===== src/rtl/cat_trap_game_ctrl.sv =====
// cat_trap_game_ctrl: game sequencer for the 8x8 cat-trap board.
// Owns the 2-bit-per-cell board (0 empty, 1 wall, 2 cat) and the cursor.
// Walls are placed with the center button. After each wall the cat probes its
// neighbours in a fixed order and moves to the first one that is not a wall.
// The game reports WIN when the cat is trapped and LOSE when it reaches an edge.
// Optional build macro RANDOM_CAT_EN: an 8-bit LFSR picks the cat start cell
// at the beginning of each game.
module cat_trap_game_ctrl #(
   parameter int unsigned CAT_ROW0    = 3,
   parameter int unsigned CAT_COL0    = 3,
   parameter int unsigned HOLD_CYCLES = 50
) (
   input  logic        clk,
   input  logic        reset,
   input  logic        start,
   input  logic        btn_up,
   input  logic        btn_down,
   input  logic        btn_left,
   input  logic        btn_right,
   input  logic        btn_center,
   input  logic [2:0]  rd_row,
   input  logic [2:0]  rd_col,
   output logic [1:0]  rd_cell,
   output logic [2:0]  cursor_row,
   output logic [2:0]  cursor_col,
   output logic [2:0]  cat_row,
   output logic [2:0]  cat_col,
   output logic [6:0]  move_count,
   output logic        busy,
   output logic        result_valid,
   output logic        result_win,
   output logic [11:0] background
);

   localparam int unsigned HW = $clog2(HOLD_CYCLES + 1);
   localparam logic [2:0]  CAT_R0 = CAT_ROW0[2:0];
   localparam logic [2:0]  CAT_C0 = CAT_COL0[2:0];
   localparam logic [HW-1:0] HOLD_LAST = HW'(HOLD_CYCLES - 1);

   typedef enum logic [2:0] {
      ST_IDLE   = 3'd0,
      ST_INIT   = 3'd1,
      ST_PLAY   = 3'd2,
      ST_SEARCH = 3'd3,
      ST_MOVE   = 3'd4,
      ST_WIN    = 3'd5,
      ST_LOSE   = 3'd6
   } state_e;

   state_e          state_q, state_d;
   logic [1:0]      board_q [64];
   logic [2:0]      cur_row_q, cur_col_q, cur_row_d, cur_col_d;
   logic [2:0]      cat_row_q, cat_col_q;
   logic [2:0]      tgt_row_q, tgt_col_q;
   logic [1:0]      probe_q;
   logic [6:0]      move_cnt_q;
   logic [HW-1:0]   hold_q, hold_d;
   logic            busy_q, busy_d;
   logic            rvalid_q, rvalid_d;
   logic            rwin_q, rwin_d;
   logic [11:0]     bg_q, bg_d;

   logic [2:0]      prb_row_s, prb_col_s;
   logic [1:0]      prb_cell_s, cur_cell_s;
   logic [2:0]      init_row_s, init_col_s;
   logic            tgt_edge_s;

`ifdef RANDOM_CAT_EN
   logic [7:0] lfsr_q;

   // Free-running Fibonacci LFSR (taps 8,6,5,4) used to randomise the cat start.
   always_ff @(posedge clk) begin
      if (reset) begin
         lfsr_q <= 8'h01;
      end else begin
         lfsr_q <= {lfsr_q[6:0], lfsr_q[7] ^ lfsr_q[5] ^ lfsr_q[4] ^ lfsr_q[3]};
      end
   end

   // Map the two low LFSR bits onto one of the four centre cells.
   always_comb begin
      init_row_s = 3'd3;
      init_col_s = 3'd3;
      case (lfsr_q[1:0])
         2'b00:   begin init_row_s = 3'd3; init_col_s = 3'd3; end
         2'b01:   begin init_row_s = 3'd3; init_col_s = 3'd4; end
         2'b10:   begin init_row_s = 3'd4; init_col_s = 3'd3; end
         2'b11:   begin init_row_s = 3'd4; init_col_s = 3'd4; end
         default: begin init_row_s = 3'd3; init_col_s = 3'd3; end
      endcase
   end
`else
   assign init_row_s = CAT_R0;
   assign init_col_s = CAT_C0;
`endif

   // Neighbour currently probed by SEARCH: down, up, right, left.
   always_comb begin
      prb_row_s = cat_row_q;
      prb_col_s = cat_col_q;
      case (probe_q)
         2'd0:    prb_row_s = cat_row_q + 3'd1;
         2'd1:    prb_row_s = cat_row_q - 3'd1;
         2'd2:    prb_col_s = cat_col_q + 3'd1;
         2'd3:    prb_col_s = cat_col_q - 3'd1;
         default: prb_row_s = cat_row_q;
      endcase
   end

   assign prb_cell_s = board_q[{prb_row_s, prb_col_s}];
   assign cur_cell_s = board_q[{cur_row_q, cur_col_q}];
   assign tgt_edge_s = (tgt_row_q == 3'd0) || (tgt_row_q == 3'd7) ||
                       (tgt_col_q == 3'd0) || (tgt_col_q == 3'd7);

   // Cursor movement; opposite directions in the same cycle cancel out.
   always_comb begin
      cur_row_d = cur_row_q;
      cur_col_d = cur_col_q;
      if (btn_up && !btn_down) begin
         cur_row_d = cur_row_q - 3'd1;
      end else if (btn_down && !btn_up) begin
         cur_row_d = cur_row_q + 3'd1;
      end else begin
         cur_row_d = cur_row_q;
      end
      if (btn_left && !btn_right) begin
         cur_col_d = cur_col_q - 3'd1;
      end else if (btn_right && !btn_left) begin
         cur_col_d = cur_col_q + 3'd1;
      end else begin
         cur_col_d = cur_col_q;
      end
   end

   // Next-state logic plus the status values that follow the next state.
   always_comb begin
      state_d = state_q;
      case (state_q)
         ST_IDLE:   if (start) state_d = ST_INIT; else state_d = ST_IDLE;
         ST_INIT:   state_d = ST_PLAY;
         ST_PLAY:   if (btn_center && (cur_cell_s == 2'd0)) state_d = ST_SEARCH;
                    else state_d = ST_PLAY;
         ST_SEARCH: if (prb_cell_s != 2'd1) state_d = ST_MOVE;
                    else if (probe_q == 2'd3) state_d = ST_WIN;
                    else state_d = ST_SEARCH;
         ST_MOVE:   if (tgt_edge_s) state_d = ST_LOSE; else state_d = ST_PLAY;
         ST_WIN,
         ST_LOSE:   if (start) state_d = ST_INIT;
                    else if (hold_q == HOLD_LAST) state_d = ST_IDLE;
                    else state_d = state_q;
         default:   state_d = ST_IDLE;
      endcase

      busy_d   = (state_d == ST_INIT) || (state_d == ST_SEARCH) || (state_d == ST_MOVE);
      rvalid_d = (state_d == ST_WIN) || (state_d == ST_LOSE);
      rwin_d   = (state_d == ST_WIN);
      if (state_d == ST_WIN) begin
         bg_d = 12'h0F0;
      end else if (state_d == ST_LOSE) begin
         bg_d = 12'hF00;
      end else begin
         bg_d = 12'hFFF;
      end
      if (rvalid_d && (state_q == state_d)) begin
         hold_d = hold_q + HW'(1);
      end else begin
         hold_d = '0;
      end
   end

   // State, board, cursor, cat and status registers.
   always_ff @(posedge clk) begin
      if (reset) begin
         state_q    <= ST_IDLE;
         for (int i = 0; i < 64; i++) board_q[i] <= 2'd0;
         cur_row_q  <= 3'd0;
         cur_col_q  <= 3'd0;
         cat_row_q  <= CAT_R0;
         cat_col_q  <= CAT_C0;
         tgt_row_q  <= 3'd0;
         tgt_col_q  <= 3'd0;
         probe_q    <= 2'd0;
         move_cnt_q <= 7'd0;
         hold_q     <= '0;
         busy_q     <= 1'b0;
         rvalid_q   <= 1'b0;
         rwin_q     <= 1'b0;
         bg_q       <= 12'hFFF;
      end else begin
         state_q  <= state_d;
         hold_q   <= hold_d;
         busy_q   <= busy_d;
         rvalid_q <= rvalid_d;
         rwin_q   <= rwin_d;
         bg_q     <= bg_d;
         case (state_q)
            ST_INIT: begin
               for (int i = 0; i < 64; i++) board_q[i] <= 2'd0;
               board_q[{init_row_s, init_col_s}] <= 2'd2;
               cat_row_q  <= init_row_s;
               cat_col_q  <= init_col_s;
               cur_row_q  <= 3'd0;
               cur_col_q  <= 3'd0;
               move_cnt_q <= 7'd0;
            end
            ST_PLAY: begin
               if (btn_center) begin
                  if (cur_cell_s == 2'd0) begin
                     board_q[{cur_row_q, cur_col_q}] <= 2'd1;
                     probe_q <= 2'd0;
                     if (move_cnt_q != 7'd127) move_cnt_q <= move_cnt_q + 7'd1;
                  end
               end else begin
                  cur_row_q <= cur_row_d;
                  cur_col_q <= cur_col_d;
               end
            end
            ST_SEARCH: begin
               if (prb_cell_s != 2'd1) begin
                  tgt_row_q <= prb_row_s;
                  tgt_col_q <= prb_col_s;
               end else begin
                  probe_q <= probe_q + 2'd1;
               end
            end
            ST_MOVE: begin
               board_q[{cat_row_q, cat_col_q}] <= 2'd0;
               board_q[{tgt_row_q, tgt_col_q}] <= 2'd2;
               cat_row_q <= tgt_row_q;
               cat_col_q <= tgt_col_q;
            end
            default: ;
         endcase
      end
   end

   assign rd_cell      = board_q[{rd_row, rd_col}];
   assign cursor_row   = cur_row_q;
   assign cursor_col   = cur_col_q;
   assign cat_row      = cat_row_q;
   assign cat_col      = cat_col_q;
   assign move_count   = move_cnt_q;
   assign busy         = busy_q;
   assign result_valid = rvalid_q;
   assign result_win   = rwin_q;
   assign background   = bg_q;

endmodule


===== config.mk =====
export PLATFORM = sky130hd
export DESIGN_NAME = cat_trap_game_ctrl
export DESIGN_NICKNAME = d
export VERILOG_FILES = /design/src/rtl/cat_trap_game_ctrl.sv
export SDC_FILE = /design/constraint.sdc
export NUM_CORES = 1
export LEC_CHECK = 0
export CORE_UTILIZATION = 55
export CTS_CLUSTER_DIAMETER = 30
export CTS_CLUSTER_SIZE = 16
export DETAILED_ROUTE_END_ITERATION = 10
export GPL_TIMING_DRIVEN = 0
export HOLD_SLACK_MARGIN = 0.05
export PLACE_DENSITY_LB_ADDON = 0.25
export SLEW_MARGIN = 0
export SYNTH_ARGS = -nofsm -noshare
export SYNTH_HDL_FRONTEND = slang
export SYNTH_SLANG_ARGS = --single-unit

===== constraint.sdc =====
create_clock -name clk -period 9.35 [get_ports clk]
set_input_delay 1.4025 -clock clk [delete_from_list [all_inputs] [get_ports clk]]
set_output_delay 1.4025 -clock clk [all_outputs]
set_load 0.1 [all_outputs]

==> metrics.cfg <==
[yosys]
synth_seq_cells=170
async_flop_share_pct=0
synth_cell_types=62
netlist_area_sq_um=10100
synth-seq-area-share_pct=33.7
synth_top_area_cell=dfxtp_1
synth_ff_type=dfxtp_1
synth.area.top_cells=dfxtp_1, mux4_2, mux2i_1
synth_top_family_by_area=simple AND/OR/NAND/NOR gates
syn_inst=1114
synth_edf_count=0
synth_xor_area_share_pct=1.30
avgSynthCellArea_sq_um=9.08
syn_nets=1142
synth_compound_area_share_pct=12.8
netlist.area_leader.share_pct=33.7
muxShareOfSynthArea_pct=22.0
synth-simple-area-share_pct=23.7
synth_warnings=0
synth_fa_ha_area_share_pct=1.95

[sta]
finalCritPeriodShare_pct=71.6
worst_slew_pin_slew_ns=1.51
setup_tns_ns=0
timing.hold.ws_ns=0.465
fmax_mhz=149
slew_violations=9
finalHoldViolCount=0
finalClockSkew_ns=0.0154
rsz0062_at_grt=false
setup_viol=0
slew_headroom_pct=-0.852
finalCriticalPeriod_ns=6.69

[global_routing]
grt_pass1_vias=9193
antenna_found_initial=0
grt_pass1_wl_mm=53.9
grt_max_degree=17
overflow=0
grt_usage_pct=39.3

[final_layout]
seq_area_sq_um=3400
final_util_pct=63.8
stdcell_area_sq_um=11500
multiInputGateArea_sq_um=6270
diodes=0
nets=1207
drive_gt1_share_pct=11.2
areaGrowthSynthToFinish_pct=13.3
fill_cells=1545

[die]
rows=49
start_util_pct=56.3
die_area_sq_um=18900
core-area_sq_um=18000
ios=50
die_width_microns=138
dieHeight_microns=138

[pwr]
pwr-share-comb_pct=14.5
p_clk_share_pct=42.0
p_sw_uw=526
ir_worst_vdd_v=0.000129
p_leak_nw=4.17
power_frac_seq_pct=43.5
power-per-cell-area_nw_per_um2=149
p_sw_share_pct=30.8
intPower_mw=1.18

[setup_path]
start_kind=input port
crit_top_cell=mux4_2
crit_fanout=10
worst-path-buf-inv=3
cp-end-kind=primary output
worst_ep_required_time_ns=7.95
reg2reg_from=cursor_col[1]
regToRegEndpoint=board_q[18][1]
crit_path_max_incr_delay_ns=0.99
cp_cell_sequence=clkbuf_1, buf_1, mux4_2, mux4_2, mux4_2, clkdlybuf4s50_1
ff2ff_setup_slack_ns=4.39
crit_arrival_ns=5.29
reg2reg_depth=10
crit_slowest_cell=clkdlybuf4s50_1
crit_type=in2out
crit_cells=6
path_delay_family=buffers and inverters

[outcome]
violations=capacitance limit, slew limit
status=finished, violations left

[hold_path]
hold_start=hold_q[0]
hold_class=reg2reg
hold-path-endpoint=hold_q[0]
min_path_cells=1

[clocking]
cts_tree=built
cts_buffer_depth=2
numCtsBuffers=17
insertion_delay_ns=0.45
clockRootBuffer=clkbuf_16
cts-hold-fix-buffers=0
htree_levels=4
path_clk_slew_ns=0.07
cts_resized=0
cts_setup_buffers=0
cts_sinks=170

[drt]
wirelength_mm=35.8
drcViolationCount=0
antenna_left=0
wl_per_cell_microns=25.2
via_count=9947
initialDrtViolationCount=1371
first_pass_iters=8
vias_per_cell=7.00

[placement]
placed_area_sq_um=10900
dp_hpwl_mm=25.1
port-buffer-count=45
globalplace.congestion=1.02

[run]
maxCapViolations=2

[cell usage after synthesis, drive strengths merged (6+ instances only)]
cell type,n
dfxtp,170
nand2,150
nor2,102
mux2i,79
nand3,78
clkbuf,68
mux4,63
a32o,60
nor2b,48
nor3,41
a21oi,34
buf,27
o21ai,21
nand2b,19
inv,15
ha,11
or3,10
nor4,8
xor2,8
a2111oi,7
a211oi,7
a31oi,7
nor3b,7
xnor2,7
and3b,6
nand3b,6
[cell families after synthesis]
| group | Yosys count |
|---|---|
| simple gates | 497 |
| fa+ha+maj | 14 |
| xor+xnor | 15 |
| flops | 170 |
| buf+inv | 111 |
| compound gates | 164 |
| mux | 143 |
[area by class of cell]
class	count	share of cell area (%)
timing repair buffer	46	4.00
tap	229	2.50
buffer	95	3.53
clock buffer	19	3.87
clock inverter	13	1.18
inverter	16	0.524
sequential	170	29.7
multi-input combinational	833	54.7
[routing by layer]
layer	vias up	part of all wire (%)	GRT usage (%)
met5	-	0	0
met4	0	7.2	25.3
met3	198	14	13.3
met2	806	43	58.7
met1	4717	36	48.3
li1	4226	-	-
[flip-flops by register name, indices dropped and copies added (netlist names)]
| signal | count |
|---|---|
| board_q | 128 |
| move_count | 7 |
| hold_q | 6 |
| background | 3 |
| cat_col | 3 |
| cat_row | 3 |
| cursor_col | 3 |
| cursor_row | 3 |
| state_q | 3 |
| tgt_col_q | 3 |
| tgt_row_q | 3 |
| probe_q | 2 |
| busy | 1 |
| result_valid | 1 |
| result_win | 1 |
[metrics by stage]
stage	setup WS, ns	power [mW]	instances
2_1_floorplan	4.03	0.922	1114
3_3_place_gp	2.77	0.995	1388
3_5_place_dp	2.69	0.997	1389
4_1_cts	2.67	1.69	1421
5_1_grt	2.57	1.74	1421
6_report	2.66	1.71	1421
[worst max path at each step]
stage                          from  slack, ns         end
final                     rd_col[0]       2.66  rd_cell[1]
after global routing      rd_col[0]       2.57  rd_cell[0]
after CTS                 rd_col[0]       2.67  rd_cell[0]
after detailed placement  rd_col[0]       2.69  rd_cell[0]
after global placement    rd_col[0]       2.77  rd_cell[0]
after floorplan           rd_col[0]       4.03  rd_cell[1]
[placed cells by master, fill, tap and decap left out, types with 7 or more instances in the layout]
master             n
o21ai_0           15
buf_2              8
dfxtp_1          170
inv_1             14
or3_1             10
clkbuf_16         17
clkbuf_1          69
xor2_1             8
nand3_1           78
nor2_1            97
mux4_2            63
nor3b_1            7
xnor2_1            7
nor4_1             7
clkdlybuf4s50_1   45
a32o_1            60
nor3_1            38
a21oi_1           34
nand2b_1          19
a211oi_1           7
ha_1              11
buf_1              9
nand2_1          150
mux2i_1           79
nor2b_1           48
buf_4             11
[power groups by stage]
stage / clock network, mW / registers [mW] / logic, mW
2_1_floorplan: 0 / 0.784 / 0.138
3_3_place_gp: 0 / 0.758 / 0.237
3_5_place_dp: 0 / 0.758 / 0.239
4_1_cts: 0.706 / 0.742 / 0.240
5_1_grt: 0.739 / 0.743 / 0.259
6_report: 0.717 / 0.742 / 0.248
Note: power is estimated with default switching activity, not from simulation.
